==> src/rtl/emesh_pkg.sv <==
// Shared emesh definitions: channel indices, channel count and packet width derivation.
package emesh_pkg;

   localparam int NCH  = 3;
   localparam int CH_C = 0;
   localparam int CH_R = 1;
   localparam int CH_X = 2;

   typedef logic [1:0] ch_idx_t;

   function automatic int pw_of(input int aw);
      return 2 * aw + 40;
   endfunction

   // Index of the set bit of a one-hot channel vector (0 when empty).
   function automatic ch_idx_t onehot_to_idx(input logic [NCH-1:0] oh);
      ch_idx_t idx;
      idx = '0;
      for (int i = 0; i < NCH; i++) begin
         if (oh[i]) idx = ch_idx_t'(i);
      end
      return idx;
   endfunction

endpackage

==> src/rtl/emesh_rr_arbiter.sv <==
// N-way request-to-one-hot grant arbiter; round-robin from the last granted index when
// EMESH_RR_MERGE_FAIR_EN is defined, fixed priority (index 0 highest) otherwise.
module emesh_rr_arbiter #(
   parameter int N = 3,
   localparam int IW = (N > 1) ? $clog2(N) : 1
) (
   input  logic          clk,
   input  logic          reset,
   input  logic [N-1:0]  req,
   input  logic          update,
   input  logic [IW-1:0] ptr_in,
   output logic [N-1:0]  grant
);

   int            idx;
   logic          found;
   logic [IW-1:0] sel;

`ifdef EMESH_RR_MERGE_FAIR_EN
   logic [IW-1:0] last;

   // NOTE: sequential state uses non-blocking assignments so every flop samples pre-edge values.
   always_ff @(posedge clk) begin
      if (reset) begin
         last <= IW'(N - 1);
      end else if (update) begin
         last <= ptr_in;
      end
   end

   // Search starts at the channel after the last one granted and wraps around.
   always_comb begin
      // NOTE: every always_comb output gets a default first so no latch is inferred.
      grant = '0;
      found = 1'b0;
      idx   = 0;
      sel   = '0;
      for (int off = 1; off <= N; off++) begin
         idx = int'(last) + off;
         if (idx >= N) idx = idx - N;
         sel = IW'(idx);
         if (!found && req[sel]) begin
            grant[sel] = 1'b1;
            found      = 1'b1;
         end
      end
   end
`else
   always_comb begin
      grant = '0;
      found = 1'b0;
      idx   = 0;
      sel   = '0;
      for (int i = 0; i < N; i++) begin
         sel = IW'(i);
         if (!found && req[sel]) begin
            grant[sel] = 1'b1;
            found      = 1'b1;
         end
      end
   end

   logic unused_fixed;
   assign unused_fixed = ^{clk, reset, update, ptr_in, idx};
`endif

endmodule

==> src/rtl/emesh_rr_merge.sv <==
// Registered three-way merge of cmesh/rmesh/xmesh onto emesh with one output register.
// Arbitration is round-robin with EMESH_RR_MERGE_FAIR_EN defined, fixed priority c>r>x otherwise.
module emesh_rr_merge
   import emesh_pkg::*;
#(
   parameter int AW = 32,
   parameter int PW = pw_of(AW)
) (
   input  logic          clk,
   input  logic          reset,
   input  logic          cmesh_access_in,
   input  logic [PW-1:0] cmesh_packet_in,
   output logic          cmesh_ready_out,
   input  logic          rmesh_access_in,
   input  logic [PW-1:0] rmesh_packet_in,
   output logic          rmesh_ready_out,
   input  logic          xmesh_access_in,
   input  logic [PW-1:0] xmesh_packet_in,
   output logic          xmesh_ready_out,
   output logic          emesh_access_out,
   output logic [PW-1:0] emesh_packet_out,
   input  logic          emesh_ready_in
);

   logic [NCH-1:0] req;
   logic [NCH-1:0] grant;
   logic [NCH-1:0] ready;
   logic           slot_free;
   logic           in_xfer;
   ch_idx_t        grant_idx;
   logic [PW-1:0]  mux_packet;

   assign req       = {xmesh_access_in, rmesh_access_in, cmesh_access_in};
   assign slot_free = ~emesh_access_out | emesh_ready_in;
   assign ready     = grant & {NCH{slot_free & ~reset}};
   assign in_xfer   = |ready;
   assign grant_idx = onehot_to_idx(grant);

   assign cmesh_ready_out = ready[CH_C];
   assign rmesh_ready_out = ready[CH_R];
   assign xmesh_ready_out = ready[CH_X];

   emesh_rr_arbiter #(.N(NCH)) u_arb (
      .clk    (clk),
      .reset  (reset),
      .req    (req),
      .update (in_xfer),
      .ptr_in (grant_idx),
      .grant  (grant)
   );

   // Grant is one-hot, so an AND-OR mux suffices.
   always_comb begin
      mux_packet = ({PW{grant[CH_C]}} & cmesh_packet_in)
                 | ({PW{grant[CH_R]}} & rmesh_packet_in)
                 | ({PW{grant[CH_X]}} & xmesh_packet_in);
   end

   // A drain and a new accept in the same cycle reload the register for full throughput.
   always_ff @(posedge clk) begin
      // NOTE: the packet register is reset too, so a dropped packet never leaks after reset.
      if (reset) begin
         emesh_access_out <= 1'b0;
         emesh_packet_out <= '0;
      end else if (in_xfer) begin
         emesh_access_out <= 1'b1;
         emesh_packet_out <= mux_packet;
      end else if (emesh_ready_in) begin
         emesh_access_out <= 1'b0;
      end
   end

endmodule

==> config.mk <==
export PLATFORM = sky130hd
export DESIGN_NAME = emesh_rr_merge
export DESIGN_NICKNAME = d
export VERILOG_FILES = /design/src/rtl/emesh_pkg.sv /design/src/rtl/emesh_rr_arbiter.sv /design/src/rtl/emesh_rr_merge.sv
export SDC_FILE = /design/constraint.sdc
export NUM_CORES = 1
export LEC_CHECK = 0
export ABC_AREA = 1
export CAP_MARGIN = 40
export CORE_AREA = 4 4 164 166
export CTS_BUF_LIST = sky130_fd_sc_hd__clkbuf_8 sky130_fd_sc_hd__clkbuf_16
export DETAILED_ROUTE_END_ITERATION = 10
export DIE_AREA = 0 0 168 170
export PLACE_DENSITY = 0.71
export SYNTH_ARGS = -nofsm -noshare
export SYNTH_HDL_FRONTEND = slang
export SYNTH_SLANG_ARGS = --single-unit
==> constraint.sdc <==
create_clock -name clk -period 1.9 [get_ports clk]
set_input_delay 0.38 -clock clk [delete_from_list [all_inputs] [get_ports clk]]
set_output_delay 0.38 -clock clk [all_outputs]
set_load 0.05 [all_outputs]
==> Yosys cells after proc, flatten, opt, wreduce, memory -nomap -nowiden <==
Cells that the tools add are included.
{ "op_classes": {"n_addsub": 0, "multipliers": 0, "div": 0, "magnitude_cmp": 0, "n_eq_ne": 0, "n_shift": 0, "mux": 6, "bitwise_logic": 10, "reduce_logical": 6} }
{ "ops": {"columns": ["op", "count"], "rows": [
  ["104-bit AND", 3],
  ["104-bit OR", 2],
  ["1-bit two-way mux", 6],
  ["3-bit AND", 1],
  ["3-bit OR reduction", 1],
  ["1-bit logical AND", 2],
  ["1-bit zero test", 2],
  ["1-bit NOT", 2],
  ["2-bit nonzero test", 1],
  ["1-bit AND", 1],
  ["1-bit OR", 1]
]} }
{ "word_totals": {"ff_bits": 105, "latch_bits": 0, "ram_bits": 0, "romBits": 0, "in_bits": 318, "output_inout_bits": 108, "wordCells": 24, "n_memories": 0} }

==> Longest topological paths before layout <==
Gate-level depths: netlist of run 1.
{ "depth": {"depth_word": 10, "mapped_depth": 11, "depth_no_buf": 8} }

==> By module <==
Synthesis of run 1 repeated with hierarchy kept, for this count alone.
{ "hier_totals": {"cells_unflattened": 1122, "area_unflattened_um2": 6303.5} }
{ "modules_own_cells": {"columns": ["mod", "n_inst", "cells_per_inst", "area_per_inst_um2", "seq_area_each_um2"], "rows": [
  ["emesh_rr_merge", 1, 1116, 6274.8, 2102.0],
  ["emesh_rr_arbiter", 1, 6, 28.8, 0.0]
]} }

==> Worst setup path before layout of run 1 <==
Ideal clock, no wire load.
{ "synth_timing": {"path_type": "reg2out", "from": "register emesh_access_out", "to": "output port rmesh_ready_out", "arrival_time_ns": 1.910, "t_required_ns": 1.520, "path_slack_ns": -0.390, "stages_incl_launch_ff": 4, "n_path_buf": 0, "cell_sequence": "dfxtp_1 -> a21oi_2 -> inv_1 -> nor3_1"} }
{ "synth_between": {"elab_chain_len": 4} }
{ "synth_lines": {"columns": ["item", "line_no", "source"], "rows": [
  ["from (decl)", "emesh_rr_merge.sv:20", "output logic emesh_access_out,"],
  ["from (signal assigned)", "emesh_rr_merge.sv:63", "emesh_access_out <= 1'b0;"],
  ["from (signal assigned)", "emesh_rr_merge.sv:66", "emesh_access_out <= 1'b1;"],
  ["from (signal assigned)", "emesh_rr_merge.sv:69", "emesh_access_out <= 1'b0;"],
  ["1-bit NOT", "emesh_rr_merge.sv:34", "assign slot_free = ~emesh_access_out | emesh_ready_in;"],
  ["1-bit OR", "emesh_rr_merge.sv:34", null],
  ["1-bit AND", "emesh_rr_merge.sv:35", "assign ready = grant & {NCH{slot_free & ~reset}};"],
  ["3-bit AND", "emesh_rr_merge.sv:35", null],
  ["to (decl)", "emesh_rr_merge.sv:16", "output logic rmesh_ready_out,"]
]} }
No other way between the ends.

==> Worst setup path in the final report of run 1 <==
{ "layout_timing": {"from": "register emesh_packet_out[61]", "to": "output port emesh_packet_out[61]"} }
{ "layout_rtl": {"columns": ["item", "line_no", "source"], "rows": [
  ["from (decl)", "emesh_rr_merge.sv:21", "output logic [PW-1:0] emesh_packet_out,"],
  ["from (signal assigned)", "emesh_rr_merge.sv:67", "emesh_packet_out <= mux_packet;"]
]} }
No word-level cell between the ends.

==> impl_metrics.py, run 1 <==
metrics = {
    "cts": {
        "cts_made_buffers": 9,
        "htree_num_levels": 3,
        "ctsHoldBuffers": 0,
        "cts_num_sinks": 105,
        "root_buffer": "clkbuf_16",
        "clk_pin_slew_ns": 0.07,
        "cts_tree": "yes",
        "cts_max_path_buffers": 2,
        "clk_latency_ns": 0.35,
    },
    "drt": {
        "drt_wl_total_um": 28090,
        "postRouteAntennaNets": 0,
        "post-route-drc-count": 0,
        "drt-vias-per-instance": 4.503,
        "wl_per_cell_um": 15.54,
        "via_count": 8142,
        "drt_first_pass_iters": 5,
        "drtIter0Drc": 448,
    },
    "worst_setup_path": {
        "rr_worst_depth": 9,
        "worstPathArrival_ns": 1.48,
        "crit_buf_inv": 1,
        "r2r_slack_ns": 0.41,
        "cp.depth": 1,
        "r2r-end": "emesh_packet_out[62]$_SDFFE_PP0P_",
        "critical_path_required_ns": 1.52,
        "path_cells": "clkdlybuf4s50_1",
        "path_delay_family": "buffers and inverters",
        "crit_type": "reg -> out",
        "crit_slowest_cell": "clkdlybuf4s50_1",
        "startpoint": "emesh_packet_out[61]$_SDFFE_PP0P_",
        "end_kind": "primary output",
        "endpoint": "emesh_packet_out[61]",
        "worst_path_largest_cell_delay_ns": 0.81,
        "path_max_fanout": 2,
        "start_kind": "flip-flop",
        "rr_startpoint": "emesh_access_out$_SDFFE_PP0P_",
    },
    "yosys": {
        "synth_top_area_share_pct": 33.18,
        "postSynthAreaPerCell_um2": 5.916,
        "yosys-top-cells-area": "dfxtp_1 33%, nand2_1 25%, nor2_1 15%, nand3b_1 10%, nand3_1 8.2%",
        "synth_nets": 1389,
        "ys_warn_count": 0,
        "synth_cells": 1071,
        "synth_top_cell_by_area": "dfxtp_1",
        "synth_seq_cells": 105,
        "ys_types": 21,
        "synth_area_um2": 6336,
        "ys_seq_area_share_pct": 33.18,
    },
    "timing": {
        "hold-worst-slack_ns": 0.3368,
        "finalCriticalPeriod_ns": 1.859,
        "relSlewSlack_pct": 64.11,
        "finalSetupTns_ns": 0,
        "worst_pin_slew_ns": 0.5375,
        "min_period_over_period_pct": 97.85,
        "finalSetupViolations": 0,
        "fin_skew_ns": 0.004880,
        "hold_viol": 0,
        "slew_viol_final": 0,
        "rsz0062_at_grt": "false",
        "max_freq_mhz": 537.9,
    },
    "power_and_ir_drop": {
        "power_leakage_nw": 5.400,
        "powerDensity_nw_per_um2": 640.9,
        "finalPower_mw": 7.215,
        "vdd_drop_max_uv": 294.7,
    },
    "die": {
        "die_h_um": 170,
        "dieArea_um2": 28560,
        "fp-row-count": 59,
        "core_area_um2": 25620,
        "initial_core_util_pct": 24.74,
        "die_x_um": 168,
        "ios": 426,
    },
    "finish": {
        "fin_area_um2": 11260,
        "layout.nets": 1787,
        "layout_common_cells": "418 x nand2_1, 319 x clkdlybuf4s50_1, 246 x nor2_1, 105 x buf_4",
        "drive_gt1_share_pct": 10.39,
        "layout-area-overhead-vs-synth_pct": 77.69,
        "mostFrequentLayoutCell": "nand2_1",
        "diodes": 0,
        "final_util_pct": 43.95,
    },
    "global_routing": {
        "grt_max_degree": 56,
        "grt_pass1_wl_um": 42150,
        "track_usage_pct": 18.33,
        "antenna_found_initial": 0,
        "grt_overflow": 0,
        "grt_pass1_vias": 7927,
    },
    "min_path": {
        "hp-class": "in -> reg",
        "min_delay_path_depth": 2,
    },
    "run_status": {
        "status": "complete, no violations",
    },
    "place": {
        "finalWeightedCongestion": 0.8402,
        "dp_hpwl_um": 21700,
        "portBuffers": 425,
        "post_dp_cell_area_um2": 10900,
    },
    "job": {
        "cap_viol_max_count": 0,
    },
}
==> cell type report <==
type	instances	area, um^2
repair buffers	464	4576
fillers	2668	14360
well taps	335	419.2
clock buffers	11	252.7
inverters	25	98.84
clock inverters	4	35.03
multi-input cells	864	3774
flip-flops and latches	105	2103
==> registers in the layout (all words and copies together), names as in the netlist <==
name / count
emesh_packet_out: 104
emesh_access_out: 1
==> kinds of logic after synthesis <==
logic type / share of synthesized area, %
AO/OA/AOI/OAI: 0.6714
buffers and inverters: 7.800
flip-flops: 33.18
AND/OR/NAND/NOR: 58.35
==> per-stage QoR <==
stage,setup slack (ns),instances
2_1_floorplan,0.1086,1071
3_3_place_gp,-0.06640,1789
3_5_place_dp,-0.09776,1789
4_1_cts,-0.009672,1805
5_1_grt,0.0003608,1808
6_report,0.04077,1808
==> routing by layer <==
layer  share of wire [%]  track usage (%)
met1                  40            21.08
met2                  50            32.88
met3                 7.5            4.948
met4                 3.2            6.316
met5                   0                0
==> repair_timing <==
| item | in CTS | in global routing |
|---|---|---|
| buffers inserted | 1 | 3 |
| endpoints found under the setup margin | 12 | 15 |
| pin swaps | 1 | 3 |
| resized for setup | 11 | 17 |
==> worst min-delay path by stage <==
stage	slack (ns)	startpoint	end
floorplan	0.44	reset	emesh_access_out$_SDFFE_PP0P_
CTS	0.49	emesh_packet_out[93]$_SDFFE_PP0P_	emesh_packet_out[93]$_SDFFE_PP0P_
finish	0.34	reset	emesh_access_out$_SDFFE_PP0P_
global placement	0.46	emesh_packet_out[4]$_SDFFE_PP0P_	emesh_packet_out[4]$_SDFFE_PP0P_
detailed placement	0.47	emesh_packet_out[93]$_SDFFE_PP0P_	emesh_packet_out[93]$_SDFFE_PP0P_
global route	0.35	reset	emesh_access_out$_SDFFE_PP0P_
==> cells in the mapped netlist <==
| library cell | number |
|---|---|
| nand2_1 | 419 |
| nor2_1 | 247 |
| dfxtp_1 | 105 |
| nand3_1 | 104 |
| nand3b_1 | 85 |
| clkbuf_1 | 27 |
| inv_1 | 22 |
| buf_2 | 20 |
| buf_4 | 13 |
| buf_1 | 12 |
| buf_6 | 5 |
| inv_2 | 3 |
| a21oi_1 | 1 |
| a21oi_2 | 1 |
| nand2_2 | 1 |
| nand3_2 | 1 |
| nor2_2 | 1 |
| nor2_4 | 1 |
| nor3_1 | 1 |
| o211ai_1 | 1 |
| o31ai_4 | 1 |
==> where the power goes <==
part           switching [mW]  total [mW]  internal (mW)
clock                   0.874        1.85          0.973
sequential             0.0986        2.50           2.40
combinational            1.60        2.87           1.27
(Power assumes the default switching activity.)
==> run 2: changes to the inputs <==
Settings changed: CTS_CLUSTER_DIAMETER set to 150.
==> results of run 2 <==
The final DEF is identical to that of run 1; final timing and power are the same.
